## config.mk

```make
export PLATFORM = sky130hd
export DESIGN_NAME = jtcop_bus_resp_flat
export DESIGN_NICKNAME = d
export VERILOG_FILES = /design/src/rtl/jtcop_bus_resp_if.sv /design/src/rtl/jtcop_bus_resp.sv /design/src/flat_wrapper.sv
export SDC_FILE = /design/constraint.sdc
export NUM_CORES = 1
export LEC_CHECK = 0
export CORE_ASPECT_RATIO = 1.4
export CORE_MARGIN = 4
export CORE_UTILIZATION = 35
export DETAILED_ROUTE_END_ITERATION = 8
export SETUP_SLACK_MARGIN = 0.5
export SYNTH_ARGS = -nofsm -noshare
export SYNTH_HDL_FRONTEND = slang
export SYNTH_SLANG_ARGS = --single-unit
export TNS_END_PERCENT = 10
```

## constraint.sdc

```tcl
create_clock -name clk -period 1.65 [get_ports clk]
set_input_delay 0.33 -clock clk [delete_from_list [all_inputs] [get_ports clk]]
set_output_delay 0.33 -clock clk [all_outputs]
set_load 0.005 [all_outputs]
```

## src/rtl/jtcop_bus_resp_if.sv

```systemverilog
// jtcop_bus_resp_if
// Bus-side signals between the 68000 address decoder and the bus-cycle responder.
//   master : the CPU/decoder side; drives strobes, selects, SDRAM ok lines and cpu_cen,
//            and receives DTACKn, act_stb, bus_err and busy.
//   slave  : the responder side (jtcop_bus_resp).
interface jtcop_bus_resp_if;
  logic       cpu_cen;
  logic       ASn;
  logic       UDSn;
  logic       LDSn;
  logic       RnW;
  logic       rom_cs;
  logic       sysram_cs;
  logic       fast_cs;
  logic       rom_ok;
  logic       ram_ok;
  logic [3:0] act_cs;
  logic       DTACKn;
  logic [3:0] act_stb;
  logic       bus_err;
  logic       busy;

  modport master (
    output cpu_cen, ASn, UDSn, LDSn, RnW, rom_cs, sysram_cs, fast_cs,
           rom_ok, ram_ok, act_cs,
    input  DTACKn, act_stb, bus_err, busy
  );

  modport slave (
    input  cpu_cen, ASn, UDSn, LDSn, RnW, rom_cs, sysram_cs, fast_cs,
           rom_ok, ram_ok, act_cs,
    output DTACKn, act_stb, bus_err, busy
  );
endinterface

```

## src/rtl/jtcop_bus_resp.sv

```systemverilog
// jtcop_bus_resp
// Bus-cycle responder for the main 68000: turns decoder chip-selects into DTACKn
// with the proper wait states, converts write-action selects into one-clk pulses
// and raises a sticky bus error on hung or unmapped cycles.
// Ports:
//   rst  : asynchronous, active-high reset
//   clk  : system clock
//   bus  : jtcop_bus_resp_if.slave (strobes, selects, ok lines, cpu_cen in;
//          DTACKn, act_stb, bus_err, busy out; all outputs registered)
// Parameters:
//   WAIT_FAST : cpu_cen pulses to wait before acknowledging internal regions (0-3)
//   TIMEOUT   : clk cycles allowed in a wait state before a forced acknowledge
module jtcop_bus_resp #(
  parameter int WAIT_FAST = 0,
  parameter int TIMEOUT   = 255
) (
  input logic            rst,
  input logic            clk,
  jtcop_bus_resp_if.slave bus
);

  typedef enum logic [2:0] {
    ST_IDLE      = 3'd0,
    ST_DECODE    = 3'd1,
    ST_WAIT_FAST = 3'd2,
    ST_WAIT_SLOW = 3'd3,
    ST_ACK       = 3'd4
  } state_t;

  localparam logic [1:0] WF_LAST = 2'(WAIT_FAST - 1);
  localparam logic [7:0] TO_LIM  = 8'(TIMEOUT);

  state_t     state_q, state_d;
  logic [7:0] cnt_q, cnt_d;
  logic [1:0] fcnt_q, fcnt_d;
  logic       sel_rom_q, sel_rom_d;
  logic       sel_ram_q, sel_ram_d;
  logic       dtack_n_q, dtack_n_d;
  logic       busy_q, busy_d;
  logic       bus_err_q, bus_err_d;
  logic [3:0] act_stb_q, act_stb_d;

  logic       ds_act;
  logic       ok_sel;
  logic [7:0] cnt_inc;
  logic       to_hit;

  assign ds_act  = ~bus.UDSn | ~bus.LDSn;
  // Only the ok line belonging to the latched region may end a slow wait;
  // with no latched select nothing can, so the cycle runs into the timeout.
  assign ok_sel  = (sel_rom_q & bus.rom_ok) | (sel_ram_q & bus.ram_ok);
  assign cnt_inc = cnt_q + 8'd1;
  assign to_hit  = (cnt_inc == TO_LIM);

  // Next-state and registered-output decode
  always_comb begin
    state_d   = state_q;
    cnt_d     = cnt_q;
    fcnt_d    = fcnt_q;
    sel_rom_d = sel_rom_q;
    sel_ram_d = sel_ram_q;
    bus_err_d = bus_err_q;
    act_stb_d = 4'b0000;
    case (state_q)
      ST_IDLE: begin
        cnt_d  = 8'd0;
        fcnt_d = 2'd0;
        if (!bus.ASn && ds_act) begin
          state_d = ST_DECODE;
          // The pulse is produced only on the IDLE->DECODE step, so a cycle
          // can never emit more than one, whatever the data strobes do later.
          if (!bus.RnW) begin
            act_stb_d = bus.act_cs;
          end else begin
            act_stb_d = 4'b0000;
          end
        end else begin
          state_d = ST_IDLE;
        end
      end
      ST_DECODE: begin
        if (bus.ASn) begin
          state_d = ST_IDLE;
        end else if (bus.rom_cs || bus.sysram_cs) begin
          sel_rom_d = bus.rom_cs;
          sel_ram_d = bus.sysram_cs;
          state_d   = ST_WAIT_SLOW;
        end else if (bus.fast_cs) begin
          sel_rom_d = 1'b0;
          sel_ram_d = 1'b0;
          state_d   = (WAIT_FAST == 0) ? ST_ACK : ST_WAIT_FAST;
        end else begin
          sel_rom_d = 1'b0;
          sel_ram_d = 1'b0;
          state_d   = ST_WAIT_SLOW;
        end
      end
      ST_WAIT_FAST: begin
        if (bus.ASn) begin
          state_d = ST_IDLE;
        end else begin
          cnt_d = cnt_inc;
          if (bus.cpu_cen) begin
            fcnt_d = fcnt_q + 2'd1;
          end else begin
            fcnt_d = fcnt_q;
          end
          if (bus.cpu_cen && (fcnt_q == WF_LAST)) begin
            state_d = ST_ACK;
          end else if (to_hit) begin
            state_d   = ST_ACK;
            bus_err_d = 1'b1;
          end else begin
            state_d = ST_WAIT_FAST;
          end
        end
      end
      ST_WAIT_SLOW: begin
        if (bus.ASn) begin
          state_d = ST_IDLE;
        end else begin
          cnt_d = cnt_inc;
          // cnt_q is still zero in the entry clk: an ok seen there may be left
          // over from the previous access and is not trusted.
          if ((cnt_q != 8'd0) && ok_sel) begin
            state_d = ST_ACK;
          end else if (to_hit) begin
            state_d   = ST_ACK;
            bus_err_d = 1'b1;
          end else begin
            state_d = ST_WAIT_SLOW;
          end
        end
      end
      ST_ACK: begin
        if (bus.ASn) begin
          state_d = ST_IDLE;
        end else begin
          state_d = ST_ACK;
        end
      end
      default: begin
        state_d = ST_IDLE;
      end
    endcase
    dtack_n_d = (state_d != ST_ACK);
    busy_d    = (state_d != ST_IDLE);
  end

  // State, counters and output registers
  always_ff @(posedge clk or posedge rst) begin
    if (rst) begin
      state_q   <= ST_IDLE;
      cnt_q     <= 8'd0;
      fcnt_q    <= 2'd0;
      sel_rom_q <= 1'b0;
      sel_ram_q <= 1'b0;
      dtack_n_q <= 1'b1;
      busy_q    <= 1'b0;
      bus_err_q <= 1'b0;
      act_stb_q <= 4'b0000;
    end else begin
      state_q   <= state_d;
      cnt_q     <= cnt_d;
      fcnt_q    <= fcnt_d;
      sel_rom_q <= sel_rom_d;
      sel_ram_q <= sel_ram_d;
      dtack_n_q <= dtack_n_d;
      busy_q    <= busy_d;
      bus_err_q <= bus_err_d;
      act_stb_q <= act_stb_d;
    end
  end

  assign bus.DTACKn  = dtack_n_q;
  assign bus.busy    = busy_q;
  assign bus.bus_err = bus_err_q;
  assign bus.act_stb = act_stb_q;

endmodule

```

## src/flat_wrapper.sv

```systemverilog
// flat-port wrapper written by rule: the top's interface ports become plain ports
module jtcop_bus_resp_flat 
#(
  parameter int WAIT_FAST = 0,
  parameter int TIMEOUT   = 255
)
  (rst, clk, bus_cpu_cen, bus_ASn, bus_UDSn, bus_LDSn, bus_RnW, bus_rom_cs, bus_sysram_cs, bus_fast_cs, bus_rom_ok, bus_ram_ok, bus_act_cs, bus_DTACKn, bus_act_stb, bus_bus_err, bus_busy);
  jtcop_bus_resp_if bus_i ();
  input logic rst;
  input logic clk;
  input wire logic [$bits(bus_i.cpu_cen)-1:0] bus_cpu_cen;
  input wire logic [$bits(bus_i.ASn)-1:0] bus_ASn;
  input wire logic [$bits(bus_i.UDSn)-1:0] bus_UDSn;
  input wire logic [$bits(bus_i.LDSn)-1:0] bus_LDSn;
  input wire logic [$bits(bus_i.RnW)-1:0] bus_RnW;
  input wire logic [$bits(bus_i.rom_cs)-1:0] bus_rom_cs;
  input wire logic [$bits(bus_i.sysram_cs)-1:0] bus_sysram_cs;
  input wire logic [$bits(bus_i.fast_cs)-1:0] bus_fast_cs;
  input wire logic [$bits(bus_i.rom_ok)-1:0] bus_rom_ok;
  input wire logic [$bits(bus_i.ram_ok)-1:0] bus_ram_ok;
  input wire logic [$bits(bus_i.act_cs)-1:0] bus_act_cs;
  output wire logic [$bits(bus_i.DTACKn)-1:0] bus_DTACKn;
  output wire logic [$bits(bus_i.act_stb)-1:0] bus_act_stb;
  output wire logic [$bits(bus_i.bus_err)-1:0] bus_bus_err;
  output wire logic [$bits(bus_i.busy)-1:0] bus_busy;
  assign bus_i.cpu_cen = bus_cpu_cen;
  assign bus_i.ASn = bus_ASn;
  assign bus_i.UDSn = bus_UDSn;
  assign bus_i.LDSn = bus_LDSn;
  assign bus_i.RnW = bus_RnW;
  assign bus_i.rom_cs = bus_rom_cs;
  assign bus_i.sysram_cs = bus_sysram_cs;
  assign bus_i.fast_cs = bus_fast_cs;
  assign bus_i.rom_ok = bus_rom_ok;
  assign bus_i.ram_ok = bus_ram_ok;
  assign bus_i.act_cs = bus_act_cs;
  assign bus_DTACKn = bus_i.DTACKn;
  assign bus_act_stb = bus_i.act_stb;
  assign bus_bus_err = bus_i.bus_err;
  assign bus_busy = bus_i.busy;
  jtcop_bus_resp #(.WAIT_FAST(WAIT_FAST), .TIMEOUT(TIMEOUT)) u_core (.rst(rst), .clk(clk), .bus(bus_i));
endmodule
```

Word level (Yosys, flattened, before mapping)

Index checks and enable logic that the tools add are counted.

Logic and storage cells: 75
Output and inout bits: 7
Flip-flop bits (word level): 22
Bits of input ports: 16

Multiplexer cells: 28
Bitwise logic cells: 7
Equal/unequal tests: 13
Reduce and logical (&&, ||, !) cells: 16
Add/sub/neg operators: 2

Operators by type and width:

| cell                  | number |
|---|---|
| $mux W3               | 10 |
| $pmux W8 S2           | 1 |
| $pmux W3 S5           | 1 |
| $mux W4               | 3 |
| $ne A2 B2 Y1 const B  | 6 |
| $add A8 B1 Y8 const B | 1 |
| $eq A8 B8 Y1 const B  | 1 |
| $mux W1               | 8 |
| $mux W8               | 1 |
| $reduce_bool A8 Y1    | 1 |
| $eq A3 B2 Y1 const B  | 2 |
| $reduce_bool A2 Y1    | 3 |
| $reduce_and A5 Y1     | 1 |
| $mux W2               | 2 |
| $pmux W2 S2           | 1 |
| $reduce_and A2 Y1     | 2 |
| $eq A3 B1 Y1 const B  | 1 |
| $eq A3 B3 Y1 const B  | 1 |
| $logic_and A1 B1 Y1   | 3 |
| $logic_not A3 Y1      | 1 |
| $ne A3 B3 Y1 const B  | 1 |
| $not A1 Y1            | 3 |
| $reduce_and A3 Y1     | 1 |
| $reduce_bool A3 Y1    | 1 |
| 8 further kinds       | 10 |

Logic depth before layout (Yosys ltp)

Depth in word-level cells: 7
Gate-level depth with buffers: 7
Depth with buffers taken out: 7

Worst setup path before layout

OpenSTA, ideal clock, no wires.

Kind: reg-to-reg
Start: reg u_core.cnt_q[1]
End: reg u_core.state_q[0]
Period minus slack after synthesis: 1.790 ns
Path buffers: 0
Data required time: 1.515 ns
Arrival: 1.654 ns
Setup time: 0.135 ns
Stages on the path, launching flop included: 7
Setup slack: -0.140 ns
Cell sequence: dfrtp_1 -> ha_1 -> nand2_1 -> or3_4 -> a221oi_4 -> and2_1 -> o31ai_1

Cells in the longest elaborated chain, start to end: 6
Elaborated cells between the ends (all ways): 8
Classes of those cells: add/sub (1); eq/ne (1); mux (4); reduce/logical (2)

RTL lines:

| what                   | RTL line              | text |
|---|---|---|
| start, declared        | jtcop_bus_resp.sv:34  | `logic [7:0] cnt_q, cnt_d;` |
| start signal, assigned | jtcop_bus_resp.sv:164 | `cnt_q <= cnt_d;` |
| $add A8 B1 Y8          | jtcop_bus_resp.sv:52  | `assign cnt_inc = cnt_q + 8'd1;` |
| $eq A8 B8 Y1           | jtcop_bus_resp.sv:53  | `assign to_hit = (cnt_inc == TO_LIM);` |
| $mux W3                | jtcop_bus_resp.sv:127 | `end else if (to_hit) begin` |
| $mux W3 *              | jtcop_bus_resp.sv:125 | `if ((cnt_q != 8'd0) && ok_sel) begin` |
| $mux W3 *              | jtcop_bus_resp.sv:119 | `if (bus.ASn) begin` |
| $pmux W3 S5 *          | jtcop_bus_resp.sv:64  | `case (state_q)` |
| net u_core.state_d[0]  | jtcop_bus_resp.sv:33  | `state_t state_q, state_d;` |
| end signal, assigned   | jtcop_bus_resp.sv:163 | `state_q <= state_d;` |
| end, declared          | jtcop_bus_resp.sv:33  |  |

Mark *: on every way through the listed nets, which the timed path passes. The rest lies on a longest branch.
A chain may end at the register's enable or synchronous reset.

Worst setup path in the final report

Start: reg u_core.cnt_q[0]
End: reg u_core.state_q[0]

The elaborated chain is that of the path after synthesis.

==> parameters.txt <==
Parameter                              Value

Timing
  Slew of the pin with the lowest slew margin ... ~0.32 ns
  Maximum operating frequency ... 0.564 GHz
  Total of endpoints with negative setup slack in the final report ... 6
  Shortest clock period the worst path allows after layout ... 1.77 ns
  Number of slew-limit violations in the final report ... 0
  Hold Fails Final Rpt ... 0
  Setup repair after global routing missed its margin ... yes
  Hold WS ... ~0.40 ns
  Fin Clk Skew ... around 0.0053 ns
  Final period util ... 108%
  Max-slew headroom ... 78.5%
  Worst setup slack after layout ... -0.124 ns

Critical path
  Worst endpoint required time ... 1.78 ns
  CP startpoint kind ... register
  Worst-path fanout max ... 4
  Data arrival time at the worst-slack endpoint ... ~1.9 ns
  Type of the setup path with the least slack ... register to register
  Element type at the critical path end ... register
  Count of cells along the worst register-to-register path ... 6

Global routing
  Highest-utilization routing layer at the global route stage ... met2
  Met2 Use GR ... 26.7%
  Global-route wire length before repair ... 5110 um
  Global-route usage over all layers ... between 10% and 20%
  Maximum number of pins on one net before global-route repair ... 23
  Met1 capacity usage during global routing ... approximately 15%
  Antenna violations before repair ... 0
  Routing usage on met3 ... 2.33%
  Vias in the first global route ... between 1k and 1.5k
  GRT overflow ... 0

Floorplan
  Y dimension of the die ... just under 80 um
  Starting density of the core ... about 36%
  Number of placement rows ... 25
  Std-Cell Core Area ... about 0.0033 mm2
  Total Die Area ... 0.00448 mm2
  Number of primary I/O pins ... 23
  Die X ... around 58 um

Final layout
  Final standard cell utilization of the core ... a little over half
  Layout overhead on the synthesized area ... 48.6%
  Share of final-layout standard cells stronger than drive strength 1 ... approximately a third
  Antenna diodes ... 0
  Final net count ... about 200
  Final Non-Filler Cells ... ~220
  FILL cells ... between 200 and 300

Clock tree
  Clock edge transition at the registers on the reported setup and hold paths ... 0.08 ns
  CTS H-tree lvls ... 1
  CTS tree ... yes
  Number of sinks on the clock net ... 22
  Quantity of hold-fixing buffers added after cts ... 0
  Buffer depth of the longest clock path ... 2
  Total CTS buffers ... 3
  Buffer type at the clock tree root ... clkbuf_8
  Clock latency at the later pin of the worst-skew pair ... about 0.26 ns

Yosys
  Post-synthesis cell area ... 0.00121 mm2
  EDFF count, synth ... 0
  Synth cell count leaders ... 21 x dfrtp_1, 19 x nand2_1, 10 x o21ai_0
  Synth Instances ... approximately 130
  Top-count cell post-synth ... dfrtp_1
  Average size of a mapped cell ... about 9.4 um2
  Total nets after synthesis ... 149
  Prevailing post-synth register cell ... dfrtp_1
  Number of warning messages in the yosys log ... 0
  Count of state elements after synthesis ... 22
  Library cell with the largest summed area after synthesis ... dfrtp_1
  Share of the synthesized area in the top cell type ... 43.3%
  Sequential area share after synthesis ... a little under half
  Synth unique cells ... 42
  Fraction of synthesis flops using an asynchronous set or reset pin ... between 90% and 100%
  Synth area leaders ... dfrtp_1 43%, nand2_1 5.9%, ha_1 4.1%, o21ai_0 4.1%, and2_1 3.1%

Placement
  Final Wtd Congestion ... between 0.8 and 0.9
  Detailed-placement wirelength estimate ... ~2400 um
  Place WS ... -0.242 ns
  Port Buffers ... 22
  Placed cell count ... between 200 and 250

Status
  Result of the run ... finished with violations
  Violated checks ... negative setup slack

Routing
  WL per Instance ... between 10 and 15 um
  DRC violation total after the first TritonRoute iteration ... 26
  Post-route DRC violation count ... 0
  Total wirelength of the detailed-routed design ... ~3100 um
  Antenna Nets Post-Route ... 0
  Vias after detailed routing ... 1145
  Routed via count divided by cell count ... about 5.3
  Router iterations before antenna repair ... 6

Power and ir drop
  Static Leakage ... 0.851 nW
  IR Drop Worst-Case VDD ... ~0.00057 V
  P per Cell Area ... 840 mW/mm2
  Post-layout power ... 1.51 mW

Hold path
  HP Class ... input pin to async pin

Flow run
  Max cap viols ... 0
state kept, by name, indices dropped and copies added (netlist names):
| name | count |
|---|---|
| u_core.state_q | 3 |
| u_core.bus.bus_err | 1 |
| u_core.cnt_q | 8 |
| u_core.bus.act_stb | 4 |
| u_core.bus.DTACKn | 1 |
| u_core.sel_ram_q | 1 |
| u_core.sel_rom_q | 1 |
| u_core.bus.busy | 1 |
| u_core.fcnt_q | 2 |
worst max-delay path, cell delays in order, from the launching register on:
cell	delay (ns)
dfrtp_2	0.41
ha_4	0.17
nand2_2	0.05
or3_4	0.35
a221oi_4	0.37
and2_1	0.22
o31ai_1	0.08
power by group:
| group | internal (mW) | switching (mW) |
|---|---|---|
| Sequential | 0.608 | 0.0655 |
| Clock | 0.212 | 0.167 |
| Combinational | 0.245 | 0.216 |
| Total | 1.06 | 0.449 |
per-layer routing:
layer / routed length (um) / vias up
met5: 0 / -
met4: 55 / 0
met3: 124 / 8
met2: 1700 / 29
met1: 1180 / 555
li1: - / 553
kinds of logic after synthesis:
logic type | after synthesis | share of synthesized area [%]
buf+inv | 10 | 3.41
xor+xnor | 1 | 0.723
mux | 2 | 1.86
fa+ha+maj | 4 | 4.13
flops | 22 | 45.5
compound gates | 33 | 19.7
simple gates | 57 | 24.7
what timing repair did:
item	4_1_cts	5_1_grt
endpoints found under the setup margin	29	23
gates resized for setup	41	13
pin swaps	10	7
setup buffers	1	1
metrics by stage:
step                area [um2]  setup TNS, ns
floorplan                 1240              0
global placement          1670          -1.71
detailed placement        1670          -2.15
CTS                       1730         -0.624
global route              1800          -1.08
finish                    1800         -0.565
cells in the final DEF, fill, tap and decap left out, drive strengths merged, types with 5 or more instances in the layout:
cell	n
a21oi	5
and2	6
nor2	9
nand3	5
nand2	19
o21ai	12
dfrtp	21
buf	33
clkdlybuf4s50	14
inv	6
worst paths after layout:
path / startpoint / to / slack [ns]
worst max-delay path: u_core.cnt_q[0] / u_core.state_q[0] / -0.12
worst min-delay path: rst / u_core.bus.act_stb[3] / 0.40
worst max register to register: u_core.cnt_q[0] / u_core.state_q[0] / -0.12
worst min register to register: u_core.bus.bus_err / u_core.bus.bus_err / 0.46
max in group asynchronous: rst / u_core.bus.DTACKn / 0.97
min in group clk: u_core.bus.bus_err / u_core.bus.bus_err / 0.46
area by class of cell:
| type | count | area (um2) | share of cell area [%] |
|---|---|---|---|
| Tap cell | 40 | 50.0 | 2.78 |
| Clock buffer | 4 | 55.1 | 3.06 |
| Multi-Input combinational cell | 97 | 726 | 40.3 |
| Timing Repair Buffer | 48 | 393 | 21.8 |
| Inverter | 6 | 22.5 | 1.25 |
| Sequential cell | 22 | 556 | 30.8 |
Note: power is estimated with default switching activity, not from simulation.
